File: config.mk
export PLATFORM = sky130hd
export DESIGN_NAME = spike_scheduler
export DESIGN_NICKNAME = d
export VERILOG_FILES = /design/src/rtl/spike_scheduler.sv
export SDC_FILE = /design/constraint.sdc
export NUM_CORES = 1
export LEC_CHECK = 0
export CAP_MARGIN = 10
export CORE_ASPECT_RATIO = 0.9
export CORE_MARGIN = 2
export CORE_UTILIZATION = 61
export DETAILED_ROUTE_END_ITERATION = 8
export GPL_ROUTABILITY_DRIVEN = 0
export GPL_TIMING_DRIVEN = 0
export PLACE_DENSITY = 0.79
export SYNTH_ARGS = -nofsm -noshare
export SYNTH_HDL_FRONTEND = slang
export SYNTH_SLANG_ARGS = --single-unit
File: constraint.sdc
create_clock -name clk -period 7.2 [get_ports clk]
set_clock_uncertainty 0.1 [all_clocks]
set_input_delay 1.44 -clock clk [delete_from_list [all_inputs] [get_ports clk]]
set_output_delay 1.44 -clock clk [all_outputs]
set_load 0.05 [all_outputs]
File: src/rtl/spike_scheduler.sv
// rtl/spike_scheduler.sv - time-stamped spike event scheduler feeding nn row lines
module spike_scheduler #(
    parameter int NUM_SYNAPSE_ROWS = 2,
    parameter int TIME_WIDTH       = 16,
    parameter int DEPTH            = 8,
    parameter int ROW_W            = (NUM_SYNAPSE_ROWS > 1) ? $clog2(NUM_SYNAPSE_ROWS) : 1
) (
    input  logic                        clk,
    input  logic                        reset,
    input  logic                        enable,
    input  logic                        clear_time,
    input  logic                        ev_valid,
    output logic                        ev_ready,
    input  logic [TIME_WIDTH-1:0]       ev_time,
    input  logic [ROW_W-1:0]            ev_row,
    output logic [NUM_SYNAPSE_ROWS-1:0] spike_out,
    output logic [TIME_WIDTH-1:0]       now,
    output logic [$clog2(DEPTH):0]      pending,
    output logic                        err_order,
    output logic                        err_row,
    output logic                        err_late
);

    localparam int AW = $clog2(DEPTH);

    // Event storage; pointers carry one extra wrap bit so full and empty differ.
    logic [TIME_WIDTH-1:0]       r_mem_time [DEPTH];
    logic [ROW_W-1:0]            r_mem_row  [DEPTH];
    logic [AW:0]                 r_wr_ptr;
    logic [AW:0]                 r_rd_ptr;
    logic [TIME_WIDTH-1:0]       r_now;
    logic [TIME_WIDTH-1:0]       r_last_time;
    logic [NUM_SYNAPSE_ROWS-1:0] r_spike;
    logic                        r_err_order;
    logic                        r_err_row;
    logic                        r_err_late;

    logic [AW:0]                 w_count;
    logic                        w_full;
    logic                        w_empty;
    logic                        w_accept;
    logic                        w_row_bad;
    logic                        w_order_bad;
    logic                        w_push;
    logic                        w_due;
    logic [TIME_WIDTH-1:0]       w_head_time;
    logic [ROW_W-1:0]            w_head_row;
    logic [NUM_SYNAPSE_ROWS-1:0] w_onehot;

    assign w_count     = r_wr_ptr - r_rd_ptr;
    assign w_full      = (w_count == (AW+1)'(DEPTH));
    assign w_empty     = (r_wr_ptr == r_rd_ptr);
    assign ev_ready    = !w_full && !clear_time;
    assign w_accept    = ev_valid && ev_ready;

    // A row index can only be out of range when its field can encode more rows than exist.
    generate
        if ((1 << ROW_W) > NUM_SYNAPSE_ROWS) begin : g_row_chk
            assign w_row_bad = (ev_row >= ROW_W'(NUM_SYNAPSE_ROWS));
        end else begin : g_row_nochk
            assign w_row_bad = 1'b0;
        end
    endgenerate

    // Row errors take priority: a bad-row event never reaches the ordering check.
    assign w_order_bad = !w_row_bad && (ev_time < r_last_time);
    assign w_push      = w_accept && !w_row_bad && !w_order_bad;

    assign w_head_time = r_mem_time[r_rd_ptr[AW-1:0]];
    assign w_head_row  = r_mem_row[r_rd_ptr[AW-1:0]];
    assign w_due       = enable && !w_empty && (w_head_time <= r_now);

    // Decode the head row into the one-hot release pattern.
    always_comb begin
        w_onehot = '0;
        for (int i = 0; i < NUM_SYNAPSE_ROWS; i++) begin
            if (w_head_row == ROW_W'(i)) begin
                w_onehot[i] = 1'b1;
            end
        end
    end

    // Event payload write; contents are don't-care until the write pointer covers them.
    always_ff @(posedge clk) begin
        if (w_push) begin
            r_mem_time[r_wr_ptr[AW-1:0]] <= ev_time;
            r_mem_row[r_wr_ptr[AW-1:0]]  <= ev_row;
        end
    end

    // Pointers, time counter, release pulse and sticky error flags.
    always_ff @(posedge clk or negedge reset) begin
        if (!reset) begin
            r_wr_ptr    <= '0;
            r_rd_ptr    <= '0;
            r_now       <= '0;
            r_last_time <= '0;
            r_spike     <= '0;
            r_err_order <= 1'b0;
            r_err_row   <= 1'b0;
            r_err_late  <= 1'b0;
        end else if (clear_time) begin
            r_wr_ptr    <= '0;
            r_rd_ptr    <= '0;
            r_now       <= '0;
            r_last_time <= '0;
            r_spike     <= '0;
            r_err_order <= 1'b0;
            r_err_row   <= 1'b0;
            r_err_late  <= 1'b0;
        end else begin
            if (w_push) begin
                r_wr_ptr    <= r_wr_ptr + (AW+1)'(1);
                r_last_time <= ev_time;
            end
            if (w_accept && w_row_bad) begin
                r_err_row <= 1'b1;
            end
            if (w_accept && w_order_bad) begin
                r_err_order <= 1'b1;
            end
            // Time freezes while a due event drains so same-timestamp events serialise.
            if (w_due) begin
                r_rd_ptr <= r_rd_ptr + (AW+1)'(1);
                r_spike  <= w_onehot;
                if (w_head_time < r_now) begin
                    r_err_late <= 1'b1;
                end
            end else begin
                r_spike <= '0;
                if (enable) begin
                    r_now <= r_now + TIME_WIDTH'(1);
                end
            end
        end
    end

    assign spike_out = r_spike;
    assign now       = r_now;
    assign pending   = w_count;
    assign err_order = r_err_order;
    assign err_row   = r_err_row;
    assign err_late  = r_err_late;

endmodule

# After elaboration in Yosys (flattened, before gate mapping)
# Memories as Yosys holds them, arrays and structs flattened.
# Cells that the tools add are included.
[totals]
ff_bits = 44
mem_bits_rw = 136
in_bits = 22
output_inout_bits = 26
wordCells = 56
mem_count = 2
[mem_list]
columns = ["memory", "words", "width", "read_ports", "rd_clocked_by_memory_dff", "wr", "line_no", "text"]
rows = [
  ["r_mem_time", 8, 16, 1, 0, 1, "27", "logic [TIME_WIDTH-1:0] r_mem_time [DEPTH];"],
  ["r_mem_row", 8, 1, 1, 0, 1, "28", "logic [ROW_W-1:0] r_mem_row [DEPTH];"],
]
[op_classes]
add_sub_neg = 4
magnitude_cmp = 3
eq_ne = 3
n_mux = 20
n_reduce_logical = 17
[op_table]
columns = ["operator", "count"]
rows = [
  ["two-way mux 16 bit", 5],
  ["less-than comparator 16 bit", 2],
  ["adder 16 x 1 -> 16 bit (second input constant)", 1],
  ["<= comparator 16 bit", 1],
  ["two-way mux 4 bit", 4],
  ["nonzero test 2 bit", 5],
  ["two-way mux 1 bit", 9],
  ["adder 4 x 1 -> 4 bit (second input constant)", 2],
  ["logical AND 1 bit", 6],
  ["== test 4 bit", 1],
  ["== test 4 bit (second input constant)", 1],
  ["zero test 1 bit", 4],
  ["two-way mux 2 bit", 2],
  ["AND reduction 2 bit", 2],
  ["subtractor 4 bit", 1],
  ["!= test 2 bit (second input constant)", 1],
]

# Logic depth before layout (Yosys ltp)
[depth]
depth_word = 8
ltp_mapped = 15
depth_no_buf = 10

# Worst setup path before layout
# OpenSTA, ideal clock, no wires.
[synth_timing]
kind = "input-to-reg"
start = "in ev_time[15]"
end = "mem r_mem_row[6] (netlist name), enable pin"
setup_time_ns = 0.416
t_arrival_ns = 4.110
t_required_ns = 6.684
slack_ns = 2.573
stages = 7
n_path_buf = 1
cell_sequence = "ha_1 > nand2_1 > nor4_1 > a32oi_1 > a21oi_2 > buf_2 > nor3b_1"
[synth_between]
elab_chain_len = 5
[synth_rtl]
columns = ["item", "line_no", "text"]
rows = [
  ["start, declared", "14", "input logic [TIME_WIDTH-1:0] ev_time,"],
  ["less-than comparator 16 bit", "66", "assign w_order_bad = !w_row_bad && (ev_time < r_last_time);"],
  ["zero test 1 bit", "67", "assign w_push = w_accept && !w_row_bad && !w_order_bad;"],
  ["logical AND 1 bit", "67", ""],
  ["two-way mux 1 bit", "85", "if (w_push) begin"],
  ["two-way mux 1 bit (implied by the code)", "87", "r_mem_row[r_wr_ptr[AW-1:0]] <= ev_row;"],
  ["end, declared", "28", ""],
]
# Every way passes these cells.

# Worst setup path in the final report
[layout_timing]
start = "reg r_rd_ptr[1]"
end = "out ev_ready"
[layout_between]
elab_chain_len = 4
[layout_rtl]
columns = ["item", "line_no", "text"]
rows = [
  ["start, declared", "30", "logic [AW:0] r_rd_ptr;"],
  ["start signal, assigned", "124", "r_rd_ptr <= r_rd_ptr + (AW+1)'(1);"],
  ["subtractor 4 bit", "50", "assign w_count = r_wr_ptr - r_rd_ptr;"],
  ["== test 4 bit", "51", "assign w_full = (w_count == (AW+1)'(DEPTH));"],
  ["zero test 1 bit", "53", "assign ev_ready = !w_full && !clear_time;"],
  ["logical AND 1 bit", "53", ""],
  ["end, declared", "13", "output logic ev_ready,"],
]
# Every way passes these cells.

==> flow_summary.toml <==
[status]
status = "complete, no violations"

[drt]
firstDrtPassIters = 7
routed_wirelength_um = 19500
route.antenna.remaining_nets = 0
drc_errors = 0
drt-vias-per-instance = 6.40
detailroute.via_count = 5352
routed_wl_per_cell_um = 23.3
drt_first_iter_violations = 615

[floorplanning]
io-pin-count = 48
total_core_area_um2 = 13200
die_width_um = 126
die_y_um = 114
initial_cell_density_of_the_core = 0.619
placement_rows = 40
fp.dieArea_um2 = 14400

[clocking]
path_clk_slew_ns = 0.07
buffers_inserted_during_post_cts_setup_optimization = 0
postCtsHoldBufs = 0
cts_resized = 0
tritoncts.num_buffers = 17
clock_tree.htree_level_count = 4
clk_root_buffer_cell = "sky130_fd_sc_hd__clkbuf_16"
cts_tree = "yes"
clk_latency_ns = 0.44
clock_path_buffers = 2
cts_sink_cnt = 180

[pwr]
power.ir.vdd_worst_mv = 0.192
powerDensity_nw_per_um2 = 248
finalPower_mw = 2.37
static-leakage-power_nw = 3.45

[timing]
grt_setup_unrepaired = "no"
tightest_slew_ns = 1.17
maxSlewViolCount = 0
period_minus_slack_ns = 5.36
finalCritPeriodShare = 0.744
maxClockFrequency_ghz = 0.187
setup_total_negative_slack_ns = 0
setup_viol = 0
worst_hold_slack_ns = 0.414
slew_headroom = 0.219
report.final.hold_viol_count = 0

[logic_synthesis]
post_synth_xor_area_fraction = 0.00321
synth_enable_flop_cells = 136
post_synth_num_cell_types = 51
synth_compound_area_frac = 0.0607
avgSynthCellArea_um2 = 14.0
synthesis.instances = 583
synth.mux.area_fraction = 0.108
synth-async-reset-ratio = 0.244
area_share_of_and_or_nand_nor_cells_after_synthesis = 0.0996
synth_top_area_cell = "sky130_fd_sc_hd__edfxtp_1"
seq_area_frac_synth = 0.634
yosysWarnings = 0
synth_seq_cells = 180
synth.net_count = 643
mappedNetlistArea_um2 = 8180
synth_top_flop_cell = "sky130_fd_sc_hd__edfxtp_1"
synth_top_family_by_area = "multiplexers"
netlist_top_cells_area = "sky130_fd_sc_hd__edfxtp_1 (50%), sky130_fd_sc_hd__dfrtp_1 (13%), sky130_fd_sc_hd__mux4_2 (9.4%)"
synthAdderAreaFrac = 0.0590
synth.top_cell.area_share = 0.499

[worst_setup_path]
critPathKind = "reg2out"
critPathTopFamily = "buffers and inverters"
crit_path_max_fanout = 10
critical_path_required_ns = 5.66
critPathBufInv = 4
crit_path_top_delay_cell = "sky130_fd_sc_hd__clkdlybuf4s50_1"
timing.critical_path.mode_cell = "sky130_fd_sc_hd__clkbuf_1"
ordered_list_of_cells_on_the_worst_path = "clkbuf_1, clkbuf_1, inv_1, ha_1, nand3b_1, a21oi_1, o31a_1, clkdlybuf4s50_1"
cp_data_arrival_time_ns = 3.82
slowest_delay_ns = 0.81
critPathLaunchType = "flop"
end_kind = "output port"

[grt]
wire_length_of_the_first_global_routing_pass_um = 30700
grt-ovfl-total = 0
grt_start_max_net_pins = 40
grt_antenna_before_repair = 0
global_route.usage.total = 0.292
first_global_vias = 5597

[place]
placed_area_um2 = 8960
detailedPlacementHpwl_um = 12800
placement.io_buffers = 45

[layout]
area_growth_syn_to_layout_pct = 17.0
num-nets-final = 715
diodes = 0
final_layout_size_suffix_gt1_frac = 0.144
final_instance_area_um2 = 9570

[job]
drv.max_cap_violation_count = 0

[hold_path]
min_path_type = "reg2reg"
## worst reg2reg max path: cells and delay by family, from the launching register on
family | cells | cell delay, ns
AO/OA/AOI/OAI | 3 | 0.90
adder cells (fa/ha/maj) | 1 | 0.32
AND/OR/NAND/NOR | 3 | 0.88
buffers and inverters | 6 | 1.99
flip-flops | 1 | 0.43
## cell type report
| class | instances | area (um^2) |
|---|---|---|
| Timing Repair Buffer | 53 | 548 |
| Buffer | 27 | 130 |
| Multi-Input combinational cell | 334 | 2730 |
| Tap cell | 168 | 210 |
| Sequential cell | 180 | 5180 |
| Inverter | 42 | 158 |
| Clock inverter | 14 | 173 |
| Clock buffer | 18 | 439 |
| Fill cell | 824 | 3640 |
## metrics by stage
stage | setup WS, ns | util | std cells
final | 1.84 | 0.724 | 836
after global routing | 1.67 | 0.724 | 836
after CTS | 1.82 | 0.724 | 836
after detailed placement | 1.89 | 0.678 | 804
after global placement | 0.501 | 0.669 | 796
after floorplan | 2.57 | - | 583
## cell usage after synthesis (all sizes together) (4+ instances only)
cell type  count
edfxtp       136
nand2         79
dfrtp         44
inv           41
ha            37
mux4          34
nor2          27
a21oi         26
o31ai         26
clkbuf        15
buf           12
o21ai         11
nand3         10
nor3          10
or4            9
nor4           8
mux2           7
nand4          7
nand2b         6
and4           4
mux2i          4
nor3b          4
## power by group
| group | leakage (nW) | switching, mW | internal, mW | total [mW] |
|---|---|---|---|---|
| clock | 0.293 | 0.402 | 0.559 | 0.961 |
| combinational | 1.32 | 0.159 | 0.0927 | 0.252 |
| sequential | 1.83 | 0.0120 | 1.14 | 1.16 |
| total | 3.45 | 0.574 | 1.80 | 2.37 |
## cells by family after synthesis
kind of cell | count (synthesis)
flip-flops | 180
AND/OR/NAND/NOR | 170
AO/OA/AOI/OAI | 77
buffers and inverters | 69
multiplexers | 45
adder cells (fa/ha/maj) | 38
XOR/XNOR | 3
other | 1
## worst paths after layout
check,cells after the start,end,start,slack (ns)
max,8,ev_ready,r_rd_ptr[1],1.84
min,2,err_late,err_late,0.41
max reg2reg,13,r_mem_time[3][10],r_rd_ptr[1],2.29
min reg2reg,2,err_late,err_late,0.41
max in group asynchronous,2,r_last_time[10],reset,5.81
min in group asynchronous,1,now[3],reset,0.73
## metal layers
| layer | wire [um] | global-route usage | share of wire | vias up |
|---|---|---|---|---|
| met1 | 7420 | 0.376 | 0.38 | 2639 |
| met3 | 1940 | 0.0854 | 0.099 | 55 |
| met4 | 514 | 0.116 | 0.026 | 0 |
| met5 | 0 | 0 | 0 | - |
| li1 | - | - | - | 2343 |
| met2 | 9630 | 0.475 | 0.49 | 315 |
## registers in the layout (all words and copies together) (netlist names)
register     cells
r_mem_time     128
now             16
r_last_time     16
r_mem_row        8
r_rd_ptr         4
r_wr_ptr         4
spike_out        2
err_late         1
err_order        1
## placed cells by master, fill, tap and decap left out, drive strengths merged, types with 10 or more instances in the layout
| cell type | synthesis | layout |
|---|---|---|
| clkdlybuf4s50 | 0 | 44 |
| o31ai | 26 | 26 |
| edfxtp | 136 | 136 |
| nand3 | 10 | 10 |
| nor3 | 10 | 10 |
| o21ai | 11 | 11 |
| mux4 | 34 | 34 |
| ha | 37 | 37 |
| dfrtp | 44 | 44 |
| clkbuf | 15 | 33 |
| inv | 41 | 46 |
| buf | 12 | 21 |
| nor2 | 27 | 27 |
| nand2 | 79 | 79 |
| a21oi | 26 | 26 |
Note: power is estimated with default switching activity, not from simulation.
